### src/rtl/clock_divider_pkg.sv
// clock_divider_pkg: shared FSM state type, ratio limit and configuration sanitising
// Contents:
//   state_t  - divider FSM states (IDLE, RUN, STOPPING)
//   MIN_DIV  - smallest legal division ratio
//   sanitise - clamps a requested {div, high} pair of width w into the legal range
package clock_divider_pkg;

    typedef enum logic [1:0] {IDLE, RUN, STOPPING} state_t;

    localparam int unsigned MIN_DIV = 2;

    // Returns {div, high} packed as two 32-bit halves; callers keep the low w bits of each.
    // Legal results satisfy MIN_DIV <= div and 1 <= high <= div-1.
    function automatic logic [63:0] sanitise(input int unsigned w, input logic [31:0] d, input logic [31:0] h);
        logic [31:0] m, dd, hh;
        m  = (w >= 32) ? '1 : ((32'd1 << w) - 32'd1);
        dd = d & m;
        hh = h & m;
        dd = (dd < MIN_DIV) ? MIN_DIV : dd;
        hh = (hh == 32'd0) ? 32'd1 : ((hh >= dd) ? dd - 32'd1 : hh);
        return {dd, hh};
    endfunction

endpackage

### src/rtl/clock_divider_prog_if.sv
// clock_divider_prog_if: run request, configuration handshake and divided-clock outputs
// Signals:
//   en          - run request (level)
//   cfg_valid   - new configuration offered
//   cfg_div     - requested ratio
//   cfg_high    - requested high-phase length
//   cfg_ready   - shadow slot free
//   clk_out     - divided clock
//   period_tick - pulse in the last cycle of each period
//   running     - divider is in RUN or STOPPING
// Modports: master drives requests/configuration, slave is the divider.
interface clock_divider_prog_if #(parameter int W = 8);

    logic         en;
    logic         cfg_valid;
    logic [W-1:0] cfg_div;
    logic [W-1:0] cfg_high;
    logic         cfg_ready;
    logic         clk_out;
    logic         period_tick;
    logic         running;

    modport master (
        output en, cfg_valid, cfg_div, cfg_high,
        input  cfg_ready, clk_out, period_tick, running
    );

    modport slave (
        input  en, cfg_valid, cfg_div, cfg_high,
        output cfg_ready, clk_out, period_tick, running
    );

endinterface

### src/rtl/clock_divider_cfg_shadow.sv
// clock_divider_cfg_shadow: single-slot configuration shadow with sanitising at capture
// Ports:
//   clk, rstn           - clock, asynchronous active-low reset
//   cfg_valid           - configuration offered
//   cfg_div, cfg_high   - requested ratio / high-phase length (raw)
//   apply               - period boundary (or idle): active registers may load this cycle
//   cfg_ready           - shadow empty; handshake when cfg_valid && cfg_ready
//   upd                 - a new configuration is available to load this cycle
//   upd_div, upd_high   - sanitised values to load when apply && upd
module clock_divider_cfg_shadow
    import clock_divider_pkg::*;
#(
    parameter int W = 8
) (
    input  logic         clk,
    input  logic         rstn,
    input  logic         cfg_valid,
    input  logic [W-1:0] cfg_div,
    input  logic [W-1:0] cfg_high,
    input  logic         apply,
    output logic         cfg_ready,
    output logic         upd,
    output logic [W-1:0] upd_div,
    output logic [W-1:0] upd_high
);

    logic [63:0]  san;
    logic [W-1:0] sh_div, sh_high;
    logic         hs;

    assign san = sanitise(W, 32'(cfg_div), 32'(cfg_high));
    assign hs  = cfg_valid && cfg_ready;

    // A pending shadow is loaded at the boundary; with the slot empty, a handshake
    // landing on the boundary (or in idle) bypasses the slot and loads directly.
    assign upd      = !cfg_ready || hs;
    assign upd_div  = cfg_ready ? W'(san[63:32]) : sh_div;
    assign upd_high = cfg_ready ? W'(san[31:0])  : sh_high;

    always_ff @(posedge clk or negedge rstn) begin
        if (!rstn) begin
            cfg_ready <= 1'b1;
            sh_div    <= '0;
            sh_high   <= '0;
        end else if (apply) begin
            cfg_ready <= 1'b1;
        end else if (hs) begin
            cfg_ready <= 1'b0;
            sh_div    <= W'(san[63:32]);
            sh_high   <= W'(san[31:0]);
        end
    end

endmodule

### src/rtl/clock_divider_prog.sv
// clock_divider_prog: run-time programmable clock divider with glitch-free start/stop
// Ports:
//   clk   - single clock
//   rstn  - asynchronous active-low reset
//   bus   - clock_divider_prog_if.slave: en, cfg_valid/cfg_div/cfg_high/cfg_ready,
//           clk_out, period_tick, running (all outputs registered)
// Parameters: W counter/config width, DEF_DIV / DEF_HIGH active settings after reset.
module clock_divider_prog
    import clock_divider_pkg::*;
#(
    parameter int W        = 8,
    parameter int DEF_DIV  = 4,
    parameter int DEF_HIGH = 2
) (
    input  logic                 clk,
    input  logic                 rstn,
    clock_divider_prog_if.slave  bus
);

    localparam logic [63:0]  DEF   = sanitise(W, 32'(DEF_DIV), 32'(DEF_HIGH));
    localparam logic [W-1:0] DEF_D = W'(DEF[63:32]);
    localparam logic [W-1:0] DEF_H = W'(DEF[31:0]);

    state_t       state, state_n;
    logic [W-1:0] cnt, cnt_n;
    logic [W-1:0] div_a, high_a, div_n, high_n;
    logic [W-1:0] upd_div, upd_high;
    logic         act, wrap, apply, upd;
    logic         clk_q, tick_q, run_q;
    logic         clk_n, tick_n, run_n;

    assign act   = state != IDLE;
    assign wrap  = act && cnt == div_a - 1'b1;
    assign apply = !act || wrap;

    clock_divider_cfg_shadow #(.W(W)) u_shadow (
        .clk       (clk),
        .rstn      (rstn),
        .cfg_valid (bus.cfg_valid),
        .cfg_div   (bus.cfg_div),
        .cfg_high  (bus.cfg_high),
        .apply     (apply),
        .cfg_ready (bus.cfg_ready),
        .upd       (upd),
        .upd_div   (upd_div),
        .upd_high  (upd_high)
    );

    // Outputs are computed from next-cycle state so that clk_out, period_tick and
    // running come straight from flops and reflect any configuration loaded this edge.
    always_comb begin
        div_n   = (apply && upd) ? upd_div  : div_a;
        high_n  = (apply && upd) ? upd_high : high_a;
        state_n = bus.en ? RUN : ((act && !wrap) ? STOPPING : IDLE);
        cnt_n   = apply ? '0 : cnt + 1'b1;
        run_n   = state_n != IDLE;
        clk_n   = run_n && cnt_n < high_n;
        tick_n  = run_n && cnt_n == div_n - 1'b1;
    end

    always_ff @(posedge clk or negedge rstn) begin
        if (!rstn) begin
            state  <= IDLE;
            cnt    <= '0;
            div_a  <= DEF_D;
            high_a <= DEF_H;
            clk_q  <= 1'b0;
            tick_q <= 1'b0;
            run_q  <= 1'b0;
        end else begin
            state  <= state_n;
            cnt    <= cnt_n;
            div_a  <= div_n;
            high_a <= high_n;
            clk_q  <= clk_n;
            tick_q <= tick_n;
            run_q  <= run_n;
        end
    end

    assign bus.clk_out     = clk_q;
    assign bus.period_tick = tick_q;
    assign bus.running     = run_q;

endmodule
### src/flat_wrapper.sv
// flat-port wrapper written by rule: the top's interface ports become plain ports
module clock_divider_prog_flat import clock_divider_pkg::*;
#(
    parameter int W        = 8,
    parameter int DEF_DIV  = 4,
    parameter int DEF_HIGH = 2
)
  (clk, rstn, bus_en, bus_cfg_valid, bus_cfg_div, bus_cfg_high, bus_cfg_ready, bus_clk_out, bus_period_tick, bus_running);
  clock_divider_prog_if #(.W(W)) bus_i ();
  input  logic clk;
  input  logic rstn;
  input wire logic [$bits(bus_i.en)-1:0] bus_en;
  input wire logic [$bits(bus_i.cfg_valid)-1:0] bus_cfg_valid;
  input wire logic [$bits(bus_i.cfg_div)-1:0] bus_cfg_div;
  input wire logic [$bits(bus_i.cfg_high)-1:0] bus_cfg_high;
  output wire logic [$bits(bus_i.cfg_ready)-1:0] bus_cfg_ready;
  output wire logic [$bits(bus_i.clk_out)-1:0] bus_clk_out;
  output wire logic [$bits(bus_i.period_tick)-1:0] bus_period_tick;
  output wire logic [$bits(bus_i.running)-1:0] bus_running;
  assign bus_i.en = bus_en;
  assign bus_i.cfg_valid = bus_cfg_valid;
  assign bus_i.cfg_div = bus_cfg_div;
  assign bus_i.cfg_high = bus_cfg_high;
  assign bus_cfg_ready = bus_i.cfg_ready;
  assign bus_clk_out = bus_i.clk_out;
  assign bus_period_tick = bus_i.period_tick;
  assign bus_running = bus_i.running;
  clock_divider_prog #(.W(W), .DEF_DIV(DEF_DIV), .DEF_HIGH(DEF_HIGH)) u_core (.clk(clk), .rstn(rstn), .bus(bus_i));
endmodule
### config.mk
export PLATFORM = sky130hd
export DESIGN_NAME = clock_divider_prog_flat
export DESIGN_NICKNAME = d
export VERILOG_FILES = /design/src/rtl/clock_divider_pkg.sv /design/src/rtl/clock_divider_prog_if.sv /design/src/rtl/clock_divider_cfg_shadow.sv /design/src/rtl/clock_divider_prog.sv /design/src/flat_wrapper.sv
export SDC_FILE = /design/constraint.sdc
export NUM_CORES = 1
export LEC_CHECK = 0
export BUFFER_PORTS_ARGS = -buffer_cell sky130_fd_sc_hd__buf_4
export CAP_MARGIN = 20
export CORE_ASPECT_RATIO = 0.75
export CORE_MARGIN = 2
export CORE_UTILIZATION = 30
export CTS_CLUSTER_DIAMETER = 120
export DETAILED_ROUTE_END_ITERATION = 10
export GPL_TIMING_DRIVEN = 0
export MAX_ROUTING_LAYER = met4
export SYNTH_ARGS = -nofsm -noshare
export SYNTH_HDL_FRONTEND = slang
export SYNTH_HIERARCHICAL = 1
export SYNTH_SLANG_ARGS = --single-unit
### constraint.sdc
create_clock -name clk -period 4.04 [get_ports clk]
set_clock_uncertainty 0.05 [all_clocks]
set_input_delay 0.202 -clock clk [delete_from_list [all_inputs] [get_ports clk]]
set_output_delay 0.202 -clock clk [all_outputs]
set_load 0.03 [all_outputs]
==> Word-level counts from Yosys, hierarchy flattened <==
Index checks and enable logic that the tools add are counted.
{ "totals": {"ramBits": 0, "reg_bits": 46, "output_inout_bits": 4, "rom_bits": 0, "latch_bits": 0, "memories": 0, "elab_cells": 48} }
{ "classes": {"order_cmp": 3, "reduce_logical": 16, "div_mod_pow": 0, "add_sub_neg": 4, "n_shift": 0, "n_mux": 12, "eq_ne": 2, "multipliers": 0, "n_bitwise": 1} }
{ "ops": {"columns": ["operator", "n"], "rows": [
  ["$mux W8", 8],
  ["$logic_not A32 Y1", 1],
  ["$sub A8 B1 Y8 const B", 3],
  ["$eq A8 B8 Y1", 2],
  ["$add A8 B1 Y8 const B", 1],
  ["$ge A8 B8 Y1", 1],
  ["$lt A8 B2 Y1 const B", 1],
  ["$lt A8 B8 Y1", 1],
  ["$logic_and A1 B1 Y1", 6],
  ["$reduce_bool A2 Y1", 3],
  ["$mux W2", 2],
  ["$logic_not A1 Y1", 3],
  ["$logic_or A1 B1 Y1", 2],
  ["$mux W1", 2],
  ["$reduce_and A2 Y1", 1],
  ["$not A1 Y1", 1]
]} }

==> Longest topological paths before layout <==
{ "depth": {"depth_word": 9, "depth_mapped": 18, "ltp_nobuf": 17} }

==> Modules after synthesis <==
Netlist, hierarchy kept.
{ "modules_own_cells": {"columns": ["module", "cells_per_inst", "seq_area_each_um2", "n_inst", "area_per_inst_um2"], "rows": [
  ["clock_divider_prog", 219, 728.2, 1, 2025.7],
  ["clock_divider_cfg_shadow", 144, 426.7, 1, 1322.5]
]} }

==> Worst setup path before layout <==
OpenSTA, ideal clock, no wires.
{ "synth_timing": {"kind": "in2reg", "from": "in bus_cfg_div[4]", "to": "reg u_core.clk_q (netlist: u_core/bus.clk_out)", "setup_ns": 0.082, "arrival_ns": 3.388, "stages": 17, "setup_slack_ns": 0.520, "t_required_ns": 3.908, "cell_sequence": "nor4_1 nand2_1 o21ai_2 inv_1 ha_1 nand2b_4 a2111oi_4 o211ai_2 buf_6 nor2b_4 a221o_1 mux2i_1 ha_1 and4_1 a21oi_1 nand3_1 a31oi_1"} }
{ "synth_via": {"elab_chain_cells": 9, "elab_cells_between_ends": 10, "cone_classes": "1 x add/sub; 3 x order compare; 5 x mux; 1 x reduce/logical"} }
{ "synth_lines": {"columns": ["item", "line_no", "text"], "rows": [
  ["from (decl)", "flat_wrapper.sv:14", "input wire logic [$bits(bus_i.cfg_div)-1:0] bus_cfg_div;"],
  ["$lt A8 B2 Y1 (*)", "clock_divider_pkg.sv:19", "dd = (dd < MIN_DIV) ? MIN_DIV : dd;"],
  ["$mux W8 (*)", "clock_divider_pkg.sv:19", null],
  ["named net u_core.u_shadow.san[32]", "clock_divider_cfg_shadow.sv:27", "logic [63:0] san;"],
  ["$sub A8 B1 Y8 / $ge A8 B8 Y1 (equally long branches)", "clock_divider_pkg.sv:20", "hh = (hh == 32'd0) ? 32'd1 : ((hh >= dd) ? dd - 32'd1 : hh);"],
  ["$mux W8 (*) (2 in series)", "clock_divider_pkg.sv:20", null],
  ["$mux W8 (*)", "clock_divider_cfg_shadow.sv:38", "assign upd_high = cfg_ready ? W'(san[31:0]) : sh_high;"],
  ["named net u_core.upd_high[6]", "clock_divider_prog.sv:27", "logic [W-1:0] upd_div, upd_high;"],
  ["$mux W8 (*)", "clock_divider_prog.sv:53", "high_n = (apply && upd) ? upd_high : high_a;"],
  ["$lt A8 B8 Y1 (*)", "clock_divider_prog.sv:57", "clk_n = run_n && cnt_n < high_n;"],
  ["$logic_and A1 B1 Y1 (*)", "clock_divider_prog.sv:57", null],
  ["named net u_core.clk_n", "clock_divider_prog.sv:30", "logic clk_n, tick_n, run_n;"],
  ["to (signal assigned)", "clock_divider_prog.sv:75", "clk_q <= clk_n;"],
  ["to (decl)", "clock_divider_prog.sv:29", "logic clk_q, tick_q, run_q;"]
]} }
Mark *: on every way through the listed nets, which the timed path passes. The rest lies on a longest branch.
A chain may end at the register's enable or synchronous reset.

==> Worst setup path in the final report <==
{ "layout_timing": {"from": "reg u_core.div_a[2]", "to": "reg u_core.tick_q (netlist: u_core/bus.period_tick)"} }
{ "layout_via": {"elab_chain_cells": 9, "elab_cells_between_ends": 15, "cone_classes": "2 x add/sub; 2 x eq/ne; 4 x mux; 7 x reduce/logical"} }
{ "layout_lines": {"columns": ["item", "line_no", "text"], "rows": [
  ["from (decl)", "clock_divider_prog.sv:26", "logic [W-1:0] div_a, high_a, div_n, high_n;"],
  ["from (signal assigned)", "clock_divider_prog.sv:73", "div_a <= div_n;"],
  ["$sub A8 B1 Y8", "clock_divider_prog.sv:33", "assign wrap = act && cnt == div_a - 1'b1;"],
  ["$eq A8 B8 Y1", "clock_divider_prog.sv:33", null],
  ["$logic_and A1 B1 Y1", "clock_divider_prog.sv:33", null],
  ["$logic_or A1 B1 Y1 / $logic_not A1 Y1 (equally long branches)", "clock_divider_prog.sv:34, clock_divider_prog.sv:54", null],
  ["$logic_and A1 B1 Y1, on equally long branches", "clock_divider_prog.sv:52, clock_divider_prog.sv:54", null],
  ["$mux W8 / $mux W2 (equally long branches)", "clock_divider_prog.sv:52, clock_divider_prog.sv:54", null],
  ["$sub A8 B1 Y8 / $mux W2 (equally long branches)", "clock_divider_prog.sv:58, clock_divider_prog.sv:54", null],
  ["$eq A8 B8 Y1 / $reduce_bool A2 Y1 (equally long branches)", "clock_divider_prog.sv:58, clock_divider_prog.sv:56", null],
  ["$logic_and A1 B1 Y1 (*)", "clock_divider_prog.sv:58", "tick_n = run_n && cnt_n == div_n - 1'b1;"],
  ["named net u_core.tick_n", "clock_divider_prog.sv:30", null],
  ["to (signal assigned)", "clock_divider_prog.sv:76", "tick_q <= tick_n;"],
  ["to (decl)", "clock_divider_prog.sv:29", null]
]} }
Marks and branches as above.

==> metrics.md <==
| Metric | Value |
|---|---|
| Yosys warns | `6` |
| Fmax achieved | `257 MHz` |
| Max Slew Vio Count | `0` |
| Minimum clock period | `3890 ps` |
| Commonest non-fill, non-tap cell in the layout | `dfrtp_1` |
| CP max FO | `10` |
| Final setup margin | `148 ps` |
| Reg2reg path depth | `13` |
| Power per cell area | `643 mW/mm^2` |
| Clock Sinks | `46` |
| Most frequent cells in the layout | `dfrtp_1 (42), nand2_1 (30), inv_1 (29)` |
| Post-synth ARST share | `100%` |
| Slew headroom | `44.8%` |
| Max-cap viol count | `0` |
| Die ar. | `0.0120 sq mm` |
| Layout cells sized above 1 | `20.2%` |
| CP max stage delay | `570 ps` |
| Antenna Cells | `0` |
| Total length of routed wires | `9.07 mm` |
| Initial DRC Count | `250` |
| Row count | `33` |
| Tightest Hold Check Type | `input port to register` |
| Crit path kind | `register to register` |
| RSZ-0062 raised after global routing | `false` |
| Total power | `2.55 mW` |
| Leakage | `1.82 nW` |
| First-pass GRT wire length | `14.8 mm` |
| Pin count of the biggest net entering global routing | `47` |
| Register area share after synthesis | `34.5%` |
| TritonCTS clock tree | `built` |
| Vias | `2862` |
| Initial antenna violation count | `0` |
| Drt pass-1 iters | `5` |
| Worst setup path end | `u_core/bus.period_tick` |
| Reg-to-reg slack, setup | `150 ps` |
| Yosys cell types | `65` |
| Core ar. | `0.0109 sq mm` |
| Main synth FF type | `dfrtp_1` |
| Initial core utilization | `30.7%` |
| Final hold slack | `16.0 ps` |
| Via density | `5.34` |
| IO buf count | `23` |
| I/O Pins | `24` |
| CTS max path bufs | `2` |
| Count of flip-flops with a built-in enable after synthesis | `0` |
| Design Area, Final | `0.00396 sq mm` |
| Overflow after GRT | `0` |
| Clock Latency Late Sink | `290 ps` |
| Gr usage total | `16.0%` |
| Final HPWL DP | `6.89 mm` |
| Final setup viols | `0` |
| Mean area per synthesized cell | `9.22 sq um` |
| WL/cell | `16.9 um` |
| Horiz. Die Dim | `126 um` |
| Post-DP Area | `0.00370 sq mm` |
| Clock Tree Root | `clkbuf_16` |
| Worst-margin pin slew | `817 ps` |
| Pre-CTS setup slack | `-335 ps` |
| Data arrival time of the critical path | `4030 ps` |
| Gpl congestion | `0.914` |
| Area Overhead vs Synth | `18.3%` |
| Cell count after synthesis | `363` |
| Drt drc | `0` |
| Slowest cell on crit path | `or4_4` |
| Final hold vios | `0` |
| CP required | `4170 ps` |
| Crit. End Element | `register` |
| ANT nets after route | `0` |
| Cts bufs inserted | `5` |
| Synth Net Count | `402` |
| Crit share post-route | `96.3%` |
| Area of the mapped netlist | `0.00335 sq mm` |
| Synthesized flop and latch total | `46` |
| Critical Path Start Type | `register` |
| Clock-pin slew on the worst setup and hold paths | `60 ps` |
| Status | `finished, final reports clean` |
| Origin of the worst setup path | `u_core/div_a[2]` |
| Crit Reg-Reg Endpoint | `u_core/bus.period_tick` |
| Crit-path cells | `buf_2 > or4_4 > nor4_2 > o22ai_1 > o31a_4 > nor2_4 > buf_4 > nor2_1 > a21oi_1 > ha_2 > o41ai_1 > o2111ai_1 > a311oi_1` |
| Vias in the first global route | `2757` |
| Peak supply drop | `0.264 mV` |
| Final layout net count | `434` |
| R2R Path Start | `u_core/div_a[2]` |
| Htree depth | `2` |
| Die Span Y | `95.5 um` |
-- layer usage --
layer | track usage [%] | wire (um)
met5 | - | 0
met4 | 4.58 | 136
met3 | 2.02 | 440
met2 | 22.8 | 3880
met1 | 23.7 | 4610
-- kinds of logic after synthesis --
family	after synthesis	share of synthesized area, %
and+or+nand+nor	122	20.1
AOI/OAI and AO/OA	82	17.6
DFF	46	34.5
buffers and inverters	44	5.83
muxes	26	8.18
xor gates and xnor gates	24	6.69
adders and majority gates	19	7.10
-- worst min path at each step --
| stage | start | to | slack, ps | depth (start not counted) |
|---|---|---|---|---|
| 2_1_floorplan | rstn | u_core/bus.clk_out | -140 | 0 |
| 4_1_cts | bus_en | u_core/state[0] | 10 | 1 |
| 6_report | bus_en | u_core/state[0] | 20 | 1 |
| 3_5_place_dp | rstn | u_core/high_a[4] | 210 | 1 |
| 3_3_place_gp | rstn | u_core/high_a[5] | 210 | 1 |
| 5_1_grt | bus_en | u_core/state[0] | 10 | 1 |
-- final cells by class --
type | count | area (sq um)
multi-input combinational | 273 | 2040
clock inverter | 2 | 60.1
sequential | 46 | 1160
fill | 1123 | 6940
timing repair buffer | 25 | 190
inverter | 31 | 119
buffer | 13 | 82.6
tap | 140 | 175
clock buffer | 6 | 139
-- synthesized netlist by cell type (3+ instances only) --
cell,instances,area share (%)
a21o_1,6,1.3
a21oi_1,11,1.6
a221o_1,6,1.8
a31oi_1,5,0.93
and3_1,5,0.93
buf_2,3,0.45
buf_4,3,0.67
clkbuf_1,5,0.56
dfrtp_1,43,32
dfstp_2,3,2.4
ha_1,19,7.1
inv_1,29,3.3
mux2_2,11,3.7
mux2i_1,15,4.5
nand2_1,31,3.5
nand2b_1,5,0.93
nand3_1,11,1.6
nand4_1,3,0.56
nor2_1,19,2.1
nor2b_1,9,1.7
nor3_1,8,1.2
nor4_1,5,0.93
o21ai_0,27,4.0
or2_2,3,0.56
or3_1,5,0.93
or4_1,3,0.67
xnor2_1,13,3.4
xor2_1,10,2.6
-- power by group --
part / switching [mW] / internal, mW / total (mW)
Combinational: 0.703 / 0.535 / 1.24
Sequential: 0.121 / 0.638 / 0.758
Clock: 0.178 / 0.372 / 0.549
-- repair_timing --
action                                  in CTS  in global routing
hold endpoints to repair                    43                  0
endpoints found under the setup margin       1                  2
gates resized for setup                      4                  7
setup buffers                                0                  1
hold buffers                                 1                  0
-- state kept, by name, indices dropped and copies added (netlist names) --
| register | cells |
|---|---|
| u_core/bus.clk_out | 1 |
| u_core/bus.period_tick | 1 |
| u_core/bus.running | 1 |
| u_core/cnt | 8 |
| u_core/div_a | 8 |
| u_core/high_a | 8 |
| u_core/state | 2 |
| u_core/u_shadow/cfg_ready | 1 |
| u_core/u_shadow/sh_div | 8 |
| u_core/u_shadow/sh_high | 8 |
-- critical path, delay by kind of cell, from the launching register on --
family	cells	cell delay, ps
and+or+nand+nor	4	1170
DFF	1	360
AOI/OAI and AO/OA	6	1500
buffers and inverters	2	380
adders and majority gates	1	310
-- through the flow --
step | instances | utilization, % | TNS, ps
6_report | 536 | 36.3 | 0
5_1_grt | 536 | 36.3 | 0
4_1_cts | 535 | 36.0 | 0
3_5_place_dp | 526 | 33.9 | -335
3_3_place_gp | 526 | 33.9 | -83.5
2_1_floorplan | 363 | - | 0
No activity file was read; power rests on OpenSTA's default activity.
